==> src/rtl/huffman_job_sched.sv <==
// Round-robin scheduler sharing one huffman encoder between two requesters:
// clears the encoder, streams the job's symbols, then times the code build.
module huffman_job_sched #(
   parameter int CODE_WAIT = 80,
   parameter int CNT_TMO   = 4
) (
   input  logic       i_clk,
   input  logic       i_reset,           // asynchronous, active-low
   input  logic [1:0] i_req,
   input  logic [7:0] i_len0,
   input  logic [7:0] i_len1,
   output logic [1:0] o_gnt,
   output logic       o_src_rd,
   output logic [7:0] o_src_addr,
   input  logic [7:0] i_src_data,
   output logic       o_enc_reset,
   output logic       o_gray_valid,
   output logic [7:0] o_gray_data,
   input  logic       i_enc_cnt_valid,
   output logic [1:0] o_done,
   output logic       o_err,
   output logic       o_busy
);

   // state | meaning
   // IDLE  | no job; waiting for any request
   // ARB   | pick winner round-robin, latch its length
   // CLR   | one-cycle encoder histogram clear
   // FEED  | one buffer read per cycle, addresses 0..len-1
   // DRAIN | wait for the encoder count pulse, bounded by CNT_TMO
   // WAIT  | fixed code-build time before reporting completion
   // DONE  | completion pulse to the granted requester
   typedef enum logic [2:0] {
      S_IDLE, S_ARB, S_CLR, S_FEED, S_DRAIN, S_WAIT, S_DONE
   } state_t;

   // One counter serves both the drain timeout and the code-build wait.
   localparam int CW = $clog2(CODE_WAIT) + 1;
   localparam logic [CW-1:0] TMO_LD  = CW'(CNT_TMO - 1);
   localparam logic [CW-1:0] WAIT_LD = CW'(CODE_WAIT - 2);

   state_t        r_state;
   state_t        w_next;
   logic [1:0]    r_gnt;
   logic          r_gidx;
   logic          r_rr;
   logic          r_err;
   logic [7:0]    r_len;
   logic [7:0]    r_addr;
   logic [CW-1:0] r_cnt;
   logic          r_gray_valid;

   logic          w_win_idx;
   logic [1:0]    w_win_oh;
   logic [7:0]    w_win_len;
   logic          w_last;

   assign w_win_idx = (i_req == 2'b11) ? r_rr : i_req[1];
   assign w_win_oh  = {w_win_idx, ~w_win_idx};
   assign w_win_len = w_win_idx ? i_len1 : i_len0;
   assign w_last    = (r_addr == (r_len - 8'd1));

   assign o_src_addr   = r_addr;
   assign o_gray_valid = r_gray_valid;
   assign o_gray_data  = i_src_data;

   always_ff @(posedge i_clk or negedge i_reset) begin
      if (!i_reset) r_state <= S_IDLE;
      else          r_state <= w_next;
   end

   always_comb begin
      w_next      = r_state;
      o_gnt       = r_gnt;
      o_src_rd    = 1'b0;
      o_enc_reset = 1'b0;
      o_done      = 2'b00;
      o_err       = 1'b0;
      o_busy      = (r_state != S_IDLE);
      case (r_state)
         S_IDLE: if (|i_req) w_next = S_ARB;
         S_ARB: begin
            if (|i_req) begin
               o_gnt  = w_win_oh;
               w_next = (w_win_len == 8'd0) ? S_DONE : S_CLR;
            end else begin
               w_next = S_IDLE;
            end
         end
         S_CLR: begin
            o_enc_reset = 1'b1;
            w_next      = S_FEED;
         end
         S_FEED: begin
            o_src_rd = 1'b1;
            if (w_last) w_next = S_DRAIN;
         end
         S_DRAIN: begin
            if (i_enc_cnt_valid)    w_next = S_WAIT;
            else if (r_cnt == '0)   w_next = S_DONE;
         end
         S_WAIT: if (r_cnt == '0) w_next = S_DONE;
         S_DONE: begin
            o_done = r_gnt;
            o_err  = r_err;
            w_next = S_IDLE;
         end
         default: w_next = S_IDLE;
      endcase
   end

   always_ff @(posedge i_clk or negedge i_reset) begin
      if (!i_reset) begin
         r_gnt        <= 2'b00;
         r_gidx       <= 1'b0;
         r_rr         <= 1'b0;
         r_err        <= 1'b0;
         r_len        <= 8'd0;
         r_addr       <= 8'd0;
         r_cnt        <= '0;
         r_gray_valid <= 1'b0;
      end else begin
         r_gray_valid <= o_src_rd;
         case (r_state)
            S_ARB: begin
               if (|i_req) begin
                  r_gnt  <= w_win_oh;
                  r_gidx <= w_win_idx;
                  r_len  <= w_win_len;
                  r_err  <= (w_win_len == 8'd0);
                  r_addr <= 8'd0;
               end
            end
            S_FEED: begin
               if (w_last) begin
                  r_addr <= 8'd0;
                  r_cnt  <= TMO_LD;
               end else begin
                  r_addr <= r_addr + 8'd1;
               end
            end
            S_DRAIN: begin
               if (i_enc_cnt_valid)  r_cnt <= WAIT_LD;
               else if (r_cnt == '0) r_err <= 1'b1;
               else                  r_cnt <= r_cnt - CW'(1);
            end
            S_WAIT: if (r_cnt != '0) r_cnt <= r_cnt - CW'(1);
            S_DONE: begin
               // Loser of this round is favoured next time both request.
               r_gnt <= 2'b00;
               r_rr  <= ~r_gidx;
               r_err <= 1'b0;
            end
            default: ;
         endcase
      end
   end

endmodule

==> config.mk <==
export PLATFORM = sky130hd
export DESIGN_NAME = huffman_job_sched
export DESIGN_NICKNAME = d
export VERILOG_FILES = /design/src/rtl/huffman_job_sched.sv
export SDC_FILE = /design/constraint.sdc
export NUM_CORES = 1
export LEC_CHECK = 0
export ABC_AREA = 1
export BUFFER_PORTS_ARGS = -buffer_cell sky130_fd_sc_hd__buf_2
export CORE_AREA = 2 2 52 90
export CTS_CLUSTER_SIZE = 40
export DETAILED_ROUTE_END_ITERATION = 8
export DIE_AREA = 0 0 54 92
export PLACE_DENSITY = 0.78
export RECOVER_POWER = 100
export SLEW_MARGIN = 10
export SYNTH_ARGS = -nofsm -noshare
export SYNTH_HDL_FRONTEND = slang
export SYNTH_SLANG_ARGS = --single-unit
==> constraint.sdc <==
create_clock -name i_clk -period 2.14 [get_ports i_clk]
set_input_delay 0.428 -clock i_clk [delete_from_list [all_inputs] [get_ports i_clk]]
set_output_delay 0.428 -clock i_clk [all_outputs]
set_load 0.005 [all_outputs]
# After elaboration in Yosys (flattened, before gate mapping)
# Index checks and enable logic that the tools add are counted.
[totals]
wordCells = 72
in_bits = 29
out_inout_bits = 25
regBits = 33
[classes]
n_addsub = 3
n_eq_ne = 15
n_reduce_logical = 15
n_mux = 28
bitwise_logic = 2
[ops]
columns = ["op", "count"]
rows = [
  ["$mux W8", 7],
  ["$pmux W8 S3", 1],
  ["$mux W3", 6],
  ["$pmux W3 S6", 1],
  ["$logic_not A8 Y1", 2],
  ["$pmux W8 S2", 1],
  ["$sub A8 B1 Y8 const B", 2],
  ["$ne A2 B2 Y1 const B", 6],
  ["$eq A3 B3 Y1 const B", 3],
  ["$reduce_bool A3 Y1", 3],
  ["$add A8 B1 Y8 const B", 1],
  ["$eq A8 B8 Y1", 1],
  ["$reduce_and A4 Y1", 2],
  ["$reduce_bool A8 Y1", 1],
  ["$mux W1", 7],
  ["$eq A3 B2 Y1 const B", 2],
  ["$mux W2", 3],
  ["$reduce_and A2 Y1", 3],
  ["$pmux W2 S2", 1],
  ["$reduce_bool A2 Y1", 2],
  ["$eq A3 B1 Y1 const B", 1],
  ["$logic_not A3 Y1", 1],
  ["$ne A3 B3 Y1 const B", 1],
  ["$pmux W1 S3", 1],
  ["other kinds (3)", 4],
]

# Depth between registers and ports, before layout
# Gate-level depths: netlist of the first run.
[depth]
word_depth = 7
mapped_depth = 14
depth_no_buf = 14

# Worst setup path after synthesis of the first run
# OpenSTA, ideal clock, no wires.
[synth_path]
path_kind = "reg2reg"
from = "register r_len[0]"
to = "register r_state[1]"
period_less_slack_ns = 1.677
setup_slack_ns = 0.463
arrival_ns = 1.540
path_stages_with_launch = 13
path_buffers = 1
setup_time_ns = 0.138
required_ns = 2.002
path_cell_list = "dfrtp_1 -> inv_1 -> ha_1 -> nand3_2 -> nor2_1 -> nand2_1 -> nand2_1 -> nand2_1 -> nor2_1 -> nand2_2 -> nand2_4 -> buf_8 -> nand3_1"
[synth_via]
elab_chain_len = 4
[synth_lines]
columns = ["item", "line", "rtl"]
rows = [
  ["from (decl)", "48", "logic [7:0] r_len;"],
  ["from (signal assigned)", "129", "r_len <= w_win_len;"],
  ["$sub A8 B1 Y8", "61", "assign w_last = (r_addr == (r_len - 8'd1));"],
  ["$eq A8 B8 Y1", "61", ""],
  ["$ne A2 B2 Y1 (no source line)", "--", ""],
  ["$reduce_and A2 Y1 (no source line)", "--", ""],
  ["to (signal assigned)", "69", "else r_state <= w_next;"],
  ["to (decl)", "42", "state_t r_state;"],
]
# Every way passes these cells.
# A chain may end at the register's enable or synchronous reset.

# Worst setup path after layout of the first run
[layout_path]
from = "register r_state[0]"
to = "output port o_src_rd"
[layout_via]
elab_chain_len = 2
[layout_lines]
columns = ["item", "line", "rtl"]
rows = [
  ["$eq A3 B2 Y1", "80", "case (r_state)"],
  ["$mux W1", "80", ""],
  ["to (decl)", "13", "output logic o_src_rd,"],
]
# Every way passes these cells.

==> results of run 1 <==
synthesized netlist by cell type:
| cell | number |
|---|---|
| nand2_1 | 75 |
| inv_1 | 43 |
| o21ai_0 | 34 |
| dfrtp_1 | 33 |
| nand3_1 | 28 |
| nor2_1 | 28 |
| xor2_1 | 11 |
| buf_4 | 9 |
| a21oi_1 | 6 |
| inv_2 | 4 |
| xnor2_1 | 4 |
| ha_1 | 3 |
| nand4_1 | 3 |
| nor2_2 | 3 |
| nor2_4 | 3 |
| nor3_1 | 3 |
| o22ai_1 | 3 |
| or2_1 | 3 |
| a31oi_1 | 2 |
| nand2_2 | 2 |
| nand2_4 | 2 |
| nand3_2 | 2 |
| a22oi_1 | 1 |
| buf_6 | 1 |
| buf_8 | 1 |
| clkbuf_1 | 1 |
| nor3_4 | 1 |
| o21ai_4 | 1 |
area by class of cell:
class,count,area (um2),area share
multi-input cells,218,1120,0.451
well taps,51,63.8,0.0256
clock inverters,1,30.0,0.0120
clock buffers,7,86.3,0.0346
flip-flops and latches,33,826,0.331
inverters,47,176,0.0707
repair buffers,38,186,0.0748
cell families (layout without fill, tap and decap cells):
kind of cell               Yosys count  in the layout  share of synthesized area
buffers and inverters               59             93                      0.123
AOI/OAI and AO/OA                   47             47                      0.115
and+or+nand+nor                    153            153                      0.316
DFF                                 33             33                      0.371
xor gates and xnor gates            15             15                     0.0590
adders and majority gates            3              3                     0.0169
worst min-delay path by stage:
| stage | from | to | slack, ps |
|---|---|---|---|
| 3_3_place_gp | r_gidx | r_rr | 450 |
| 6_report | r_gidx | r_rr | 460 |
| 2_1_floorplan | i_reset | o_gray_valid | 130 |
| 5_1_grt | r_gidx | r_rr | 480 |
| 4_1_cts | i_reset | r_rr | 210 |
| 3_5_place_dp | r_gidx | r_gidx | 460 |
critical path: cells and delay by family, from the launching register on:
family	cells	cell delay [ps]
buf+inv	2	340
simple gates	1	440
flops	1	450
repair_timing:
action | CTS | global route
resized for setup | 0 | 1
hold buffers | 0 | 0
setup endpoints to repair | 0 | 7
per-stage QoR:
| stage | power [mW] | std cells | hold WS (ps) | instance area [um2] |
|---|---|---|---|---|
| 2_1_floorplan | 2.55 | 310 | 132 | 2230 |
| 5_1_grt | 3.95 | 395 | 484 | 2490 |
| 3_5_place_dp | 3.00 | 387 | 457 | 2390 |
| 6_report | 3.58 | 395 | 458 | 2490 |
| 4_1_cts | 3.60 | 395 | 206 | 2500 |
| 3_3_place_gp | 2.94 | 387 | 446 | 2390 |
power breakdown:
group / switching (mW) / internal, mW
clock: 0.218 / 0.379
combinational: 1.12 / 0.671
sequential: 0.302 / 0.885
state kept, by name, indices dropped and copies added (netlist names):
signal / cells
r_len: 8
r_cnt: 8
r_err: 1
r_gidx: 1
r_state: 3
r_rr: 1
r_gnt: 2
o_gray_valid: 1
o_src_addr: 8
routing by layer:
| metal | global-route usage | vias to the layer above | part of all wire |
|---|---|---|---|
| li1 | - | 1042 | - |
| met1 | 0.242 | 951 | 0.41 |
| met2 | 0.402 | 37 | 0.55 |
| met3 | 0.0358 | 10 | 0.026 |
| met4 | 0.0875 | 0 | 0.018 |
| met5 | 0 | - | 0 |
==> qor.yml, run 1 <==
outcome: "finished, violations left"
violations: "max-capacitance violations, max-slew violations"
report.final.slew_viol_count: 34
port_buffers: 37
die_h_um: 92
required_ps: 1710
ctsHtreeMaxLevel: 2
grt_usage: 0.222
grt_max_degree: 34
antenna_cells: 0
leakagePower_nw: 1.29
drc: 0
drtIter0Drc: 57
clk_latency_ps: 280
max-cap-violations: 1
setup_slack_ps: 199
crit_fanout: 6
clockBufferDepth: 2
startpoint: "r_state[0]"
crit_chain: "inv_1, nor3_1, buf_2"
worstSetupPathType: "flip-flop to output port"
fmax_mhz: 515
finalHoldViolCount: 0
worstReg2RegStart: "r_cnt[0]"
synth_top_cell_area_share: 0.371
synth_cell_types: 28
die-area_um2: 4970
cp-end-kind: "output port"
syn_avg_cell_area_um2: 7.18
gp_congestion: 0.820
relSlewSlack: -0.107
synthTopCellsByArea: "dfrtp_1 (37%), nand2_1 (13%), o21ai_0 (7.6%)"
ir_drop_mv: 0.823
syn-num-nets: 342
fin_skew_ps: 6.28
rr_worst_depth: 11
grt_pass1_wl_um: 8340
grt_pass1_vias: 1979
hp-class: "flip-flop to flip-flop"
ios: 54
power.density_nw_per_um2: 1440
yosysWarnings: 0
cts_root_buf: "clkbuf_8"
syn-cell-area_um2: 2230
drive_gt1_frac: 0.163
cts_setup_buffers: 0
postRouteAntennaNets: 0
fillers: 431
cp_slowest_stage_delay_ps: 450
vias_per_cell: 5.16
rsz0062_at_grt: "no"
crit_arrival_ps: 1510
vias: 2040
drtPass1Iterations: 5
start_util: 0.515
grt_overflow: 0
rrSetupSlack_ps: 250
clkSlewWorstSetupHoldPaths_ps: 70
regToRegEndpoint: "r_cnt[3]"
grt_antenna_before_repair: 0
critPathLaunchType: "flip-flop"
layout_commonest_cell: "nand2_1"
ys_seq_area_frac: 0.371
core_um2: 4320
hold_path_depth: 1
hpwlAfterDp_um: 3760
synthCells: 310
cts_inserted_buffers: 5
fin_tns_setup_ps: 0
place_ws_ps: 230
wl_per_cell_um: 12.3
final_nets: 375
worst_pin_slew_ps: 1660
die_w_um: 54
setup_viol: 0
syn2layout_area_growth_pct: 12.0
critPathCapture: "o_src_rd"
tritoncts: "done"
fin_util: 0.577
synth-seq-cells: 33
final_cell_mix: "nand2_1 (75), inv_1 (44), o21ai_0 (34), dfrtp_1 (33), buf_2 (29)"
cts_num_sinks: 33
finalWirelength_um: 4870
yosysTopAreaCell: "dfrtp_1"
final.min_clock_period_ps: 1940
crit_slowest_cell: "dfrtp_1"
core.rowCount: 32
period_share: 0.907
Note: power is estimated with default switching activity, not from simulation.
==> inputs of run 2 (changes only) <==
- CTS_BUF_LIST: default -> sky130_fd_sc_hd__clkbuf_16
==> run 2 against run 1 <==
The run still ends with max-capacitance violations, max-slew violations left. Clock power grew 32%. Cell count is the same. Via count about the same. Maximum frequency up 1.2%. Non-clock buffer count is the same. Hold slack about the same. Die area did not move.
==> qor.yml, run 2 (synthesis gave the netlist of run 1 again) <==
cts_root_buf: "clkbuf_16"
ctsResizeCount: 0  # unchanged
rr_worst_depth: 13  # +2
cts_setup_buffers: 0  # unchanged
die-area_um2: 4970  # unchanged
core.rowCount: 32  # unchanged
hold_buffers: 0  # unchanged
antenna_cells: 0  # unchanged
path_depth: 6  # +3
worstSetupPathType: "flip-flop to output port"
rrSetupSlack_ps: 260  # about the same
critPathCapture: "o_gnt[0]"
hold_path_depth: 1  # unchanged
p_int_mw: 2.10  # +8.3%
hp-class: "flip-flop to flip-flop"
regToRegEndpoint: "r_cnt[3]"
start_util: 0.515  # unchanged
grt_pass1_vias: 1990  # +0.56%
core_um2: 4320  # unchanged
worstReg2RegStart: "r_len[0]"
relSlewSlack: -0.110  # -0.00212
violations: "max-capacitance violations, max-slew violations"
final.min_clock_period_ps: 1920  # -23.6 ps
drtPass1Iterations: 4  # -1
power.density_nw_per_um2: 1500  # +4.2%
hpwlAfterDp_um: 3760  # unchanged
drc: 0  # unchanged
cp_slowest_stage_delay_ps: 380  # -70 ps
path_delay_family: "simple AND/OR/NAND/NOR gates"
fin_tns_setup_ps: 0  # unchanged
report.final.slew_viol_count: 34  # unchanged
combPwrFrac: 0.477  # -0.024
leakagePower_nw: 1.31  # +1.3%
vias: 2042  # +0.098%
crit_fanout: 6  # unchanged
post_dp_cell_area_um2: 2390  # unchanged
period_share: 0.896  # -0.0110
required_ps: 1710  # about the same
drtIter0Drc: 54  # -5.3%
cts_inserted_buffers: 5  # unchanged
fillers: 421  # -2.3%
critPathLaunchType: "flip-flop"
fin_skew_ps: 3.15  # -3.12 ps
p_switching_mw: 1.70  # +3.3%
startpoint: "r_state[1]"
worst_pin_slew_ps: 1660  # +3.18 ps
setup_slack_ps: 223  # +23.6 ps
syn2layout_area_growth_pct: 13.9
ir_drop_mv: 0.878  # +6.7%
clk_latency_ps: 280  # about the same
finalWirelength_um: 5010  # +2.8%
seqPwrFrac: 0.314  # -0.018
hold_path.startpoint: "r_gidx"
final_cell_mix: "nand2_1 (75), inv_1 (45), o21ai_0 (34), dfrtp_1 (33)"
tritoncts: "done"
layout_commonest_cell: "nand2_1"
fin_util: 0.587  # +0.0101
clkSlewWorstSetupHoldPaths_ps: 50  # -20 ps
fmax_mhz: 522  # +1.2%
cts_num_sinks: 33  # unchanged
grt_antenna_before_repair: 0  # unchanged
cp-end-kind: "output port"
grt_max_degree: 34  # unchanged
ios: 54  # unchanged
drive_gt1_frac: 0.154  # -0.00872
max-cap-violations: 1  # unchanged
grt_pass1_wl_um: 8530  # +2.2%
place_ws_ps: 230  # unchanged
switching_share: 0.448  # -0.0116
grt_overflow: 0  # unchanged
fin_hold_ws_ps: 458  # +0.199 ps
gp_congestion: 0.820  # unchanged
clkPwrFrac: 0.209  # +0.042
cp.buffers_inverters: 2  # unchanged
die_h_um: 92  # unchanged
crit_arrival_ps: 1490  # -20 ps
die_w_um: 54  # unchanged
wl_per_cell_um: 12.7  # +2.8%
clockBufferDepth: 2  # unchanged
port_buffers: 37  # unchanged
stdcell_area_um2: 2540  # +1.8%
finalHoldViolCount: 0  # unchanged
setup_viol: 0  # unchanged
postRouteAntennaNets: 0  # unchanged
rsz0062_at_grt: "no"
crit_chain: "inv_1, nand3_2, nor2_2, nand2_1, o21ai_0, clkbuf_1"
vias_per_cell: 5.17  # about the same
outcome: "finished, violations left"
final_nets: 375  # unchanged
grt_usage: 0.229  # +0.00710
crit_slowest_cell: "dfrtp_1"
ctsHtreeMaxLevel: 2  # unchanged
-- run 2: cell types whose count changed in the layout (fill, tap and decap cells not counted) --
| cell | change |
|---|---|
| buf_2 | -2 |
| clkbuf_1 | +1 |
| clkbuf_16 | +5 |
| clkbuf_8 | -6 |
| clkinv_1 | +1 |
| inv_1 | +1 |
-- run 2: worst min path at each step --
stage                         to  slack, ps
floorplan           o_gray_valid        130
global placement            r_rr        450
detailed placement        r_gidx        460
CTS                         r_rr        220
global route                r_rr        480
finish                      r_rr        460
-- run 2: power groups by stage --
stage	combinational, mW	clock, mW	sequential [mW]
6_report	1.81	0.792	1.19
5_1_grt	2.10	0.826	1.23
4_1_cts	1.83	0.799	1.19
3_5_place_dp	1.81	0	1.19
3_3_place_gp	1.75	0	1.19
2_1_floorplan	1.43	0	1.12
-- run 2: stage by stage --
step	std cells	power, mW
3_3_place_gp	387	2.94
2_1_floorplan	310	2.55
4_1_cts	395	3.82
5_1_grt	395	4.15
3_5_place_dp	387	3.00
6_report	395	3.79
-- run 2: worst reg2reg max path, delay by kind of cell (launching register included) --
family / cells / cell delay (ps)
adder cells (fa/ha/maj): 1 / 250
flip-flops: 1 / 410
AND/OR/NAND/NOR: 11 / 940
buffers and inverters: 1 / 160
-- run 2: area by class of cell --
type	instances	area [um2]	area share
multi-input cells	218	1120	0.443
clock buffers	5	125	0.0493
well taps	51	63.8	0.0251
repair buffers	38	184	0.0725
inverters	47	176	0.0695
clock inverters	3	37.5	0.0148
flip-flops and latches	33	826	0.325
-- run 2: routing by layer --
metal	GRT usage	up-vias	part of all wire	routed length, um
met5	0	-	0	0
met4	0.0938	0	0.023	115
met3	0.0358	10	0.023	116
met2	0.414	40	0.54	2730
met1	0.251	952	0.41	2050
li1	-	1040	-	-
